## config.mk

```make
export PLATFORM = sky130hd
export DESIGN_NAME = bpsk_tx_framer
export DESIGN_NICKNAME = d
export VERILOG_FILES = /design/src/rtl/bpsk_pkg.sv /design/src/rtl/bpsk_bit_timer.sv /design/src/rtl/bpsk_tx_framer.sv
export SDC_FILE = /design/constraint.sdc
export NUM_CORES = 1
export LEC_CHECK = 0
export BUFFER_PORTS_ARGS = -buffer_cell sky130_fd_sc_hd__buf_2
export CORE_ASPECT_RATIO = 2
export CORE_MARGIN = 2
export CORE_UTILIZATION = 50
export CTS_BUF_LIST = sky130_fd_sc_hd__clkbuf_8
export DETAILED_ROUTE_END_ITERATION = 8
export GPL_TIMING_DRIVEN = 1
export PLACE_DENSITY = 0.66
export SLEW_MARGIN = 10
export SYNTH_ARGS = -nofsm -noshare
export SYNTH_HDL_FRONTEND = slang
export SYNTH_SLANG_ARGS = --single-unit
```

## constraint.sdc

```tcl
create_clock -name clk -period 2.24 [get_ports clk]
set_input_delay 0.224 -clock clk [delete_from_list [all_inputs] [get_ports clk]]
set_output_delay 0.224 -clock clk [all_outputs]
set_load 0.01 [all_outputs]
```

## src/rtl/bpsk_pkg.sv

```systemverilog
// bpsk_pkg: constants and FSM state type shared by the BPSK framer and deframer
package bpsk_pkg;

    localparam int          BYTE_W        = 8;
    localparam int          SYNC_W        = 16;
    localparam int          BIT_CNT_W     = 8;
    localparam logic [15:0] SYNC_WORD_DEF = 16'hD391;

    typedef enum logic [2:0] {
        ST_IDLE     = 3'd0,
        ST_PREAMBLE = 3'd1,
        ST_SYNC     = 3'd2,
        ST_PAYLOAD  = 3'd3,
        ST_GAP      = 3'd4
    } state_t;

endpackage

```

## src/rtl/bpsk_bit_timer.sv

```systemverilog
// bpsk_bit_timer: free-running bit-period divider, parked at zero while not running
module bpsk_bit_timer #(
    parameter int BIT_PERIOD = 20
) (
    input  logic clk,
    input  logic rst_n,
    input  logic run,
    output logic bit_tick
);

    localparam int W = (BIT_PERIOD > 2) ? $clog2(BIT_PERIOD) : 1;

    logic [W-1:0] cnt_q;

    assign bit_tick = run && (cnt_q == W'(BIT_PERIOD - 1));

    // count 0..BIT_PERIOD-1 while running, otherwise hold at zero
    always_ff @(posedge clk or negedge rst_n) begin
        if (!rst_n) cnt_q <= '0;
        else        cnt_q <= (run && !bit_tick) ? cnt_q + 1'b1 : '0;
    end

endmodule

```

## src/rtl/bpsk_tx_framer.sv

```systemverilog
// bpsk_tx_framer: wraps payload bytes into preamble + sync + payload + idle-gap bit frames
module bpsk_tx_framer
    import bpsk_pkg::*;
#(
    parameter int          BIT_PERIOD    = 20,
    parameter int          PREAMBLE_BITS = 16,
    parameter logic [15:0] SYNC_WORD     = SYNC_WORD_DEF,
    parameter int          GAP_BITS      = 8
) (
    input  logic              clk,
    input  logic              rst_n,
    input  logic [BYTE_W-1:0] s_data,
    input  logic              s_valid,
    input  logic              s_last,
    output logic              s_ready,
    output logic              bit_data_out,
    output logic              bit_data_out_en,
    output logic              busy,
    output logic              frame_done,
    output logic              underrun
);

    state_t                state_q, state_d;
    logic [BIT_CNT_W-1:0]  cnt_q, cnt_d;
    logic [BYTE_W-1:0]     hold_q, hold_d, shift_q, shift_d;
    logic                  hold_full_q, hold_full_d;
    logic                  hold_last_q, hold_last_d;
    logic                  shift_last_q, shift_last_d;
    logic                  closed_q, closed_d;
    logic                  frame_done_q, frame_done_d;
    logic                  underrun_q, underrun_d;
    logic                  bit_tick, run, accept, load;

    assign run             = (state_q != ST_IDLE);
    assign busy            = run;
    assign s_ready         = !hold_full_q && !closed_q;
    assign accept          = s_valid && s_ready;
    assign frame_done      = frame_done_q;
    assign underrun        = underrun_q;
    assign bit_data_out_en = (state_q == ST_PREAMBLE) || (state_q == ST_SYNC) || (state_q == ST_PAYLOAD);
    assign bit_data_out    = (state_q == ST_PREAMBLE) ? !cnt_q[0] :
                             (state_q == ST_SYNC)     ? SYNC_WORD[4'(SYNC_W - 1) - cnt_q[3:0]] :
                             (state_q == ST_PAYLOAD) && shift_q[BYTE_W-1];

    bpsk_bit_timer #(.BIT_PERIOD(BIT_PERIOD)) u_bit_timer (
        .clk      (clk),
        .rst_n    (rst_n),
        .run      (run),
        .bit_tick (bit_tick)
    );

    // frame sequencing; closed_q blocks intake once the frame is ended (s_last or underrun)
    always_comb begin
        state_d      = state_q;
        cnt_d        = cnt_q;
        hold_d       = hold_q;
        hold_full_d  = hold_full_q;
        hold_last_d  = hold_last_q;
        shift_d      = shift_q;
        shift_last_d = shift_last_q;
        closed_d     = closed_q;
        frame_done_d = 1'b0;
        underrun_d   = 1'b0;
        load         = 1'b0;
        case (state_q)
            ST_IDLE: begin
                cnt_d   = '0;
                state_d = accept ? ST_PREAMBLE : ST_IDLE;
            end
            ST_PREAMBLE: if (bit_tick) begin
                cnt_d = cnt_q + 1'b1;
                if (cnt_q == BIT_CNT_W'(PREAMBLE_BITS - 1)) begin
                    state_d = ST_SYNC;
                    cnt_d   = '0;
                end
            end
            ST_SYNC: if (bit_tick) begin
                cnt_d = cnt_q + 1'b1;
                if (cnt_q == BIT_CNT_W'(SYNC_W - 1)) begin
                    state_d = ST_PAYLOAD;
                    cnt_d   = '0;
                    load    = 1'b1;
                end
            end
            ST_PAYLOAD: if (bit_tick) begin
                cnt_d   = cnt_q + 1'b1;
                shift_d = {shift_q[BYTE_W-2:0], 1'b0};
                if (cnt_q == BIT_CNT_W'(BYTE_W - 1)) begin
                    cnt_d = '0;
                    if (shift_last_q) begin
                        state_d = ST_GAP;
                    end else if (hold_full_q) begin
                        load = 1'b1;
                    end else begin
                        state_d    = ST_GAP;
                        underrun_d = 1'b1;
                        closed_d   = 1'b1;
                    end
                end
            end
            ST_GAP: if (bit_tick) begin
                cnt_d = cnt_q + 1'b1;
                if (cnt_q == BIT_CNT_W'(GAP_BITS - 1)) begin
                    state_d      = ST_IDLE;
                    cnt_d        = '0;
                    frame_done_d = 1'b1;
                    closed_d     = 1'b0;
                end
            end
            default: state_d = ST_IDLE;
        endcase
        if (load) begin
            shift_d      = hold_q;
            shift_last_d = hold_last_q;
            hold_full_d  = 1'b0;
        end
        if (accept) begin
            hold_d      = s_data;
            hold_last_d = s_last;
            hold_full_d = 1'b1;
            closed_d    = closed_d || s_last;
        end
    end

    // state, datapath and pulse registers; reset aborts any frame silently
    always_ff @(posedge clk or negedge rst_n) begin
        if (!rst_n) begin
            state_q      <= ST_IDLE;
            cnt_q        <= '0;
            hold_q       <= '0;
            hold_full_q  <= 1'b0;
            hold_last_q  <= 1'b0;
            shift_q      <= '0;
            shift_last_q <= 1'b0;
            closed_q     <= 1'b0;
            frame_done_q <= 1'b0;
            underrun_q   <= 1'b0;
        end else begin
            state_q      <= state_d;
            cnt_q        <= cnt_d;
            hold_q       <= hold_d;
            hold_full_q  <= hold_full_d;
            hold_last_q  <= hold_last_d;
            shift_q      <= shift_d;
            shift_last_q <= shift_last_d;
            closed_q     <= closed_d;
            frame_done_q <= frame_done_d;
            underrun_q   <= underrun_d;
        end
    end

endmodule

```

==> results of run 1 <==
==> state kept, by name, indices dropped and copies added, names as in the netlist <==
signal and cells:
shift_last_q 1, hold_q 8, closed_q 1, frame_done 1, hold_last_q 1, shift_q 8, cnt_q 8, u_bit_timer.cnt_q 5
underrun 1, hold_full_q 1, state_q 3
==> where the power goes <==
| part | leakage (nW) | switching [mW] | internal, mW |
|---|---|---|---|
| clock network | 0.0607 | 0.230 | 0.324 |
| logic | 0.539 | 0.0150 | 0.00676 |
| registers | 0.514 | 0 | 0.686 |
| total | 1.11 | 0.245 | 1.02 |
==> metal layers <==
metal  GRT usage  part of all wire  vias up  wire length [um]
li1            -                 -      748                 -
met1       0.219              0.38      790              1700
met2       0.379              0.54       53              2380
met3      0.0398             0.041       17               182
met4       0.133             0.039        0               174
met5           0                 0        -                 0
==> path summary, 6_finish.rpt <==
path                                             end  slack, ns  cells after the start
worst max-delay path                    bit_data_out      -0.05                      7
worst min-delay path                      frame_done       0.03                      1
worst max register to register            state_q[2]       0.03                      6
worst min register to register  u_bit_timer.cnt_q[0]       0.47                      1
max in group asynchronous                   cnt_q[1]       1.63                      1
min in group clk                           hold_q[0]       0.14                      3
==> layout by cell type, fill, tap and decap left out, types with 3 or more instances in the layout <==
master    instances
dfrtp_1          37
nor2_1           20
buf_2            17
o21ai_0          14
nor3_1           13
nand2_1          13
inv_1             9
a21oi_1           9
nand3_1           7
mux2i_1           7
mux2_2            7
buf_4             7
clkbuf_8          5
a22o_1            4
a21o_1            4
and3_1            3
nor3b_1           3
==> area by class of cell <==
cell class | instances | area, um2
fillers | 380 | 1620
clock buffers | 5 | 68.8
inverters | 8 | 30.0
flip-flops and latches | 38 | 952
clock inverters | 3 | 37.5
well taps | 51 | 63.8
repair buffers | 24 | 138
multi-input cells | 141 | 976
==> cells by family after synthesis <==
family / Yosys count / synth area share
simple gates: 73 / 0.189
compound gates: 46 / 0.158
flops: 38 / 0.471
buf+inv: 17 / 0.0576
mux: 17 / 0.0978
fa+ha+maj: 3 / 0.0186
xor+xnor: 2 / 0.00867
==> repair_timing <==
action	in CTS	in global routing
cloned	0	0
endpoints found under the setup margin	1	7
hold buffers	0	0
gates resized for setup	6	0
pin swaps	3	0
buffers inserted	2	0
==> impl_metrics.py, run 1 <==
metrics = {
    "sta": {
        "slew_viol_final": 0,
        "timing.slew.headroom": 0.387,
        "timing.final.crit_share": 1.02,
        "hold_viol": 0,
        "rsz0062_at_grt": "true",
        "setup_tns_ns": -0.0525,
        "max_freq_ghz": 0.436,
        "whs_ns": 0.0300,
        "fin_skew_ns": 0.00637,
        "tightest_slew_ns": 0.905,
        "setup_viol": 1,
        "setup_slack_ns": -0.0525,
        "period_needed_ns": 2.29,
    },
    "detailed_routing": {
        "wirelength_um": 4430,
        "wl_per_cell_um": 16.4,
        "drt-initial-drc-count": 62,
        "vias": 1608,
        "ant_nets": 0,
        "drtPass1Iterations": 4,
        "drcViolationCount": 0,
        "viasPerCell": 5.96,
    },
    "worst_setup_path": {
        "path_class": "reg2out",
        "reg2reg_from": "cnt_q[1]",
        "crit_arrival_ns": 2.07,
        "critPathLaunch": "cnt_q[0]",
        "cp.required_ns": 2.02,
        "crit_path_end_kind": "primary output",
        "path_cells": "inv_2 > ha_4 > mux4_2 > mux2_4 > a21oi_2 > nor2_1 > buf_2",
        "start_kind": "flop",
        "path_buf_inv": 2,
        "slowest_stage": "mux4_2",
        "cp_max_fo": 4,
        "cp_top_family": "multiplexers",
        "max_stage_delay_ns": 0.46,
    },
    "run_status": {
        "violations": "setup timing",
        "outcome": "finished with violations",
    },
    "synth": {
        "synth_edf_count": 0,
        "synth-seq-area-share": 0.471,
        "synthFlopType": "dfrtp_1",
        "synth_most_common_cell": "dfrtp_1",
        "syn_area_um2": 2020,
        "netlist.area_leader.share": 0.471,
        "yosys-top-cells-count": "dfrtp_1, nor2_1, o21ai_0",
        "ys_ff_latch": 38,
        "synth_top_cell_by_area": "dfrtp_1",
        "ys_warn_count": 0,
        "synthDistinctLibCells": 49,
        "avgSynthCellArea_um2": 10.3,
        "async_reset_ff_frac": 1.00,
        "synth_area_leaders": "dfrtp_1, mux2_2, nor2_1",
        "synth_cells": 196,
        "syn-num-nets": 211,
    },
    "clock_network": {
        "clk_latency_ns": 0.29,
        "cts_max_level": 2,
        "clock-root-buffer": "clkbuf_8",
        "cts_max_path_buffers": 2,
        "cts_buffers": 5,
        "clk_pin_slew_worst_paths_ns": 0.07,
        "cts_tree": "done",
        "cts_num_sinks": 38,
    },
    "die": {
        "fp.dieH_um": 93.9,
        "ios": 18,
        "initial_utilization": 0.520,
        "core_area_um2": 3880,
        "dieWidth_um": 49.0,
        "dieArea_um2": 4600,
        "std_cell_rows": 32,
    },
    "pwr": {
        "power.leakage_nw": 1.11,
        "power_mw": 1.26,
        "peakVddDrop_mv": 0.566,
        "power_density_nw_per_um2": 557,
    },
    "finish": {
        "drive_gt1_frac": 0.256,
        "final_cells": 270,
        "fin_nets": 233,
        "final_util": 0.583,
        "fin_area_um2": 2270,
        "diodes": 0,
        "area_growth_pct": 12.1,
    },
    "place": {
        "place_ws_ns": 0.0199,
        "place_congestion": 0.832,
        "place_area_um2": 2120,
        "dp_cells": 260,
        "io_buffer_count": 17,
        "dp_hpwl_um": 3140,
    },
    "global_route": {
        "grt_pass1_vias": 1685,
        "grt_use_total": 0.210,
        "antenna_found_initial": 0,
        "overflow": 0,
        "grt_max_degree": 39,
        "grt_pass1_wl_um": 7340,
    },
    "flow_run": {
        "maxCapViolations": 0,
    },
    "hold_path": {
        "hp-class": "in2async",
    },
}
(Power assumes the default switching activity.)
==> run 2, diff against run 1 <==
--- a/config.mk
+++ b/config.mk
@@ -13,6 +13,7 @@
 export DETAILED_ROUTE_END_ITERATION = 8
 export GPL_TIMING_DRIVEN = 1
 export PLACE_DENSITY = 0.66
+export SKIP_CTS_REPAIR_TIMING = 1
 export SLEW_MARGIN = 10
 export SYNTH_ARGS = -nofsm -noshare
 export SYNTH_HDL_FRONTEND = slang
==> run 2 against run 1 <==
Against the previous run:
- the run still ends with setup timing left
- hold slack got worse by 0.0049 ns
- die area did not move
- final cell count fell by 0.74%
- final area fell by 0.61%
- via count fell by 1.7%
- first-iteration DRC count rose by 8.1%
- non-clock buffer count fell by 2
- setup slack got worse by 0.024 ns
- critical path depth fell by 1
- critical path type unchanged
- critical endpoint unchanged
- largest cell class unchanged
- largest power group unchanged
==> impl_metrics.py, run 2 (synthesized netlist as in run 1, its figures left out) <==
metrics = {
    "global_route": {
        "use_met3": 0.0430,
        "busiest_layer": "met2",
        "overflow": 0,
        "antenna_found_initial": 0,
        "grtUsageMet2": 0.366,
        "grt_max_degree": 39,
        "gr-usage-met1": 0.214,
        "grt_pass1_vias": 1657,
        "grt_pass1_wl_um": 7200,
        "grt_use_total": 0.207,
    },
    "flow_run": {
        "maxCapViolations": 0,
    },
    "clock_network": {
        "clock-root-buffer": "clkbuf_8",
        "cts_tree": "done",
        "cts_max_path_buffers": 2,
        "clk_pin_slew_worst_paths_ns": 0.07,
        "clk_latency_ns": 0.29,
        "cts_max_level": 2,
        "cts_buffers": 5,
        "cts_num_sinks": 38,
    },
    "detailed_routing": {
        "viasPerCell": 5.90,
        "vias": 1580,
        "drcViolationCount": 0,
        "ant_nets": 0,
        "drt-initial-drc-count": 67,
        "wl_per_cell_um": 16.3,
        "wirelength_um": 4360,
        "drtPass1Iterations": 7,
    },
    "die": {
        "std_cell_rows": 32,
        "dieArea_um2": 4600,
        "initial_utilization": 0.520,
        "dieWidth_um": 49.0,
        "core_area_um2": 3880,
        "ios": 18,
        "fp.dieH_um": 93.9,
    },
    "sta": {
        "whs_ns": 0.0251,
        "setup_slack_ns": -0.0762,
        "tightest_slew_ns": 0.831,
        "period_needed_ns": 2.32,
        "slew_viol_final": 0,
        "hold_viol": 0,
        "timing.final.crit_share": 1.03,
        "setup_viol": 1,
        "setup_tns_ns": -0.0762,
        "fin_skew_ns": 0.00629,
        "max_freq_ghz": 0.432,
        "rsz0062_at_grt": "true",
        "timing.slew.headroom": 0.446,
    },
    "finish": {
        "diodes": 0,
        "final_cell_mix": "dfrtp_1, nor2_1, buf_2",
        "area_growth_pct": 11.5,
        "fin_nets": 231,
        "multi_input_area_um2": 977,
        "reg.largest.list": "cnt_q (8), hold_q (8), shift_q (8)",
        "final_util": 0.580,
        "seq_area_um2": 952,
        "final_common_cell": "dfrtp_1",
        "drive_gt1_frac": 0.249,
        "fillerInstances": 381,
    },
    "pwr": {
        "power.leakage_nw": 1.11,
        "peakVddDrop_mv": 0.564,
        "power_density_nw_per_um2": 562,
    },
    "worst_setup_path": {
        "path_class": "reg2out",
        "slowest_stage": "mux4_2",
        "cp_max_fo": 5,
        "max_stage_delay_ns": 0.50,
        "ff2ff_setup_slack_ns": 0.07,
        "crit_path_end_kind": "primary output",
        "crit_arrival_ns": 2.09,
        "cp.required_ns": 2.02,
        "cp_top_family": "multiplexers",
        "path_cells": "ha_1 > mux4_2 > mux2_2 > a21oi_2 > nor2_1 > buf_2",
        "path_buf_inv": 1,
        "start_kind": "flop",
    },
    "run_status": {
        "violations": "setup timing",
        "outcome": "finished with violations",
    },
    "place": {
        "io_buffer_count": 17,
        "dp_hpwl_um": 3140,
        "place_congestion": 0.832,
    },
    "hold_path": {
        "hp-class": "in2async",
    },
}
==> run 2: per-stage QoR <==
stage	area (um2)	total power [mW]	setup WS [ns]	std cells
3_5_place_dp	2120	0.722	0.0199	260
4_1_cts	2230	1.28	-0.161	268
3_3_place_gp	2120	0.721	0.172	260
5_1_grt	2250	1.30	-0.145	268
2_1_floorplan	2020	0.699	0.265	196
6_report	2250	1.27	-0.0762	268
==> run 2: layout make-up <==
| class | count | share of cell area |
|---|---|---|
| repair buffers | 22 | 0.0544 |
| clock inverters | 3 | 0.0167 |
| clock buffers | 5 | 0.0306 |
| multi-input cells | 141 | 0.434 |
| flip-flops and latches | 38 | 0.423 |
| inverters | 8 | 0.0133 |
| well taps | 51 | 0.0283 |
==> run 2: power breakdown <==
part | internal (mW) | switching [mW] | leakage (nW)
logic | 0.00676 | 0.0150 | 0.532
registers | 0.686 | 0 | 0.514
clock network | 0.324 | 0.235 | 0.0607
total | 1.02 | 0.250 | 1.11
==> run 2: worst paths after layout <==
kind	endpoint	depth (start not counted)	startpoint
max	bit_data_out	6	cnt_q[1]
max in group asynchronous	cnt_q[1]	1	rst_n
min reg2reg	u_bit_timer.cnt_q[0]	1	u_bit_timer.cnt_q[0]
min in group clk	hold_q[0]	3	s_data[0]
min	underrun	1	rst_n
max reg2reg	state_q[0]	5	cnt_q[7]
==> run 2: per-layer routing <==
layer  wire [um]  vias up
met4         157        0
met3         189       17
met5           0        -
met2        2380       51
met1        1630      767
li1            -      745
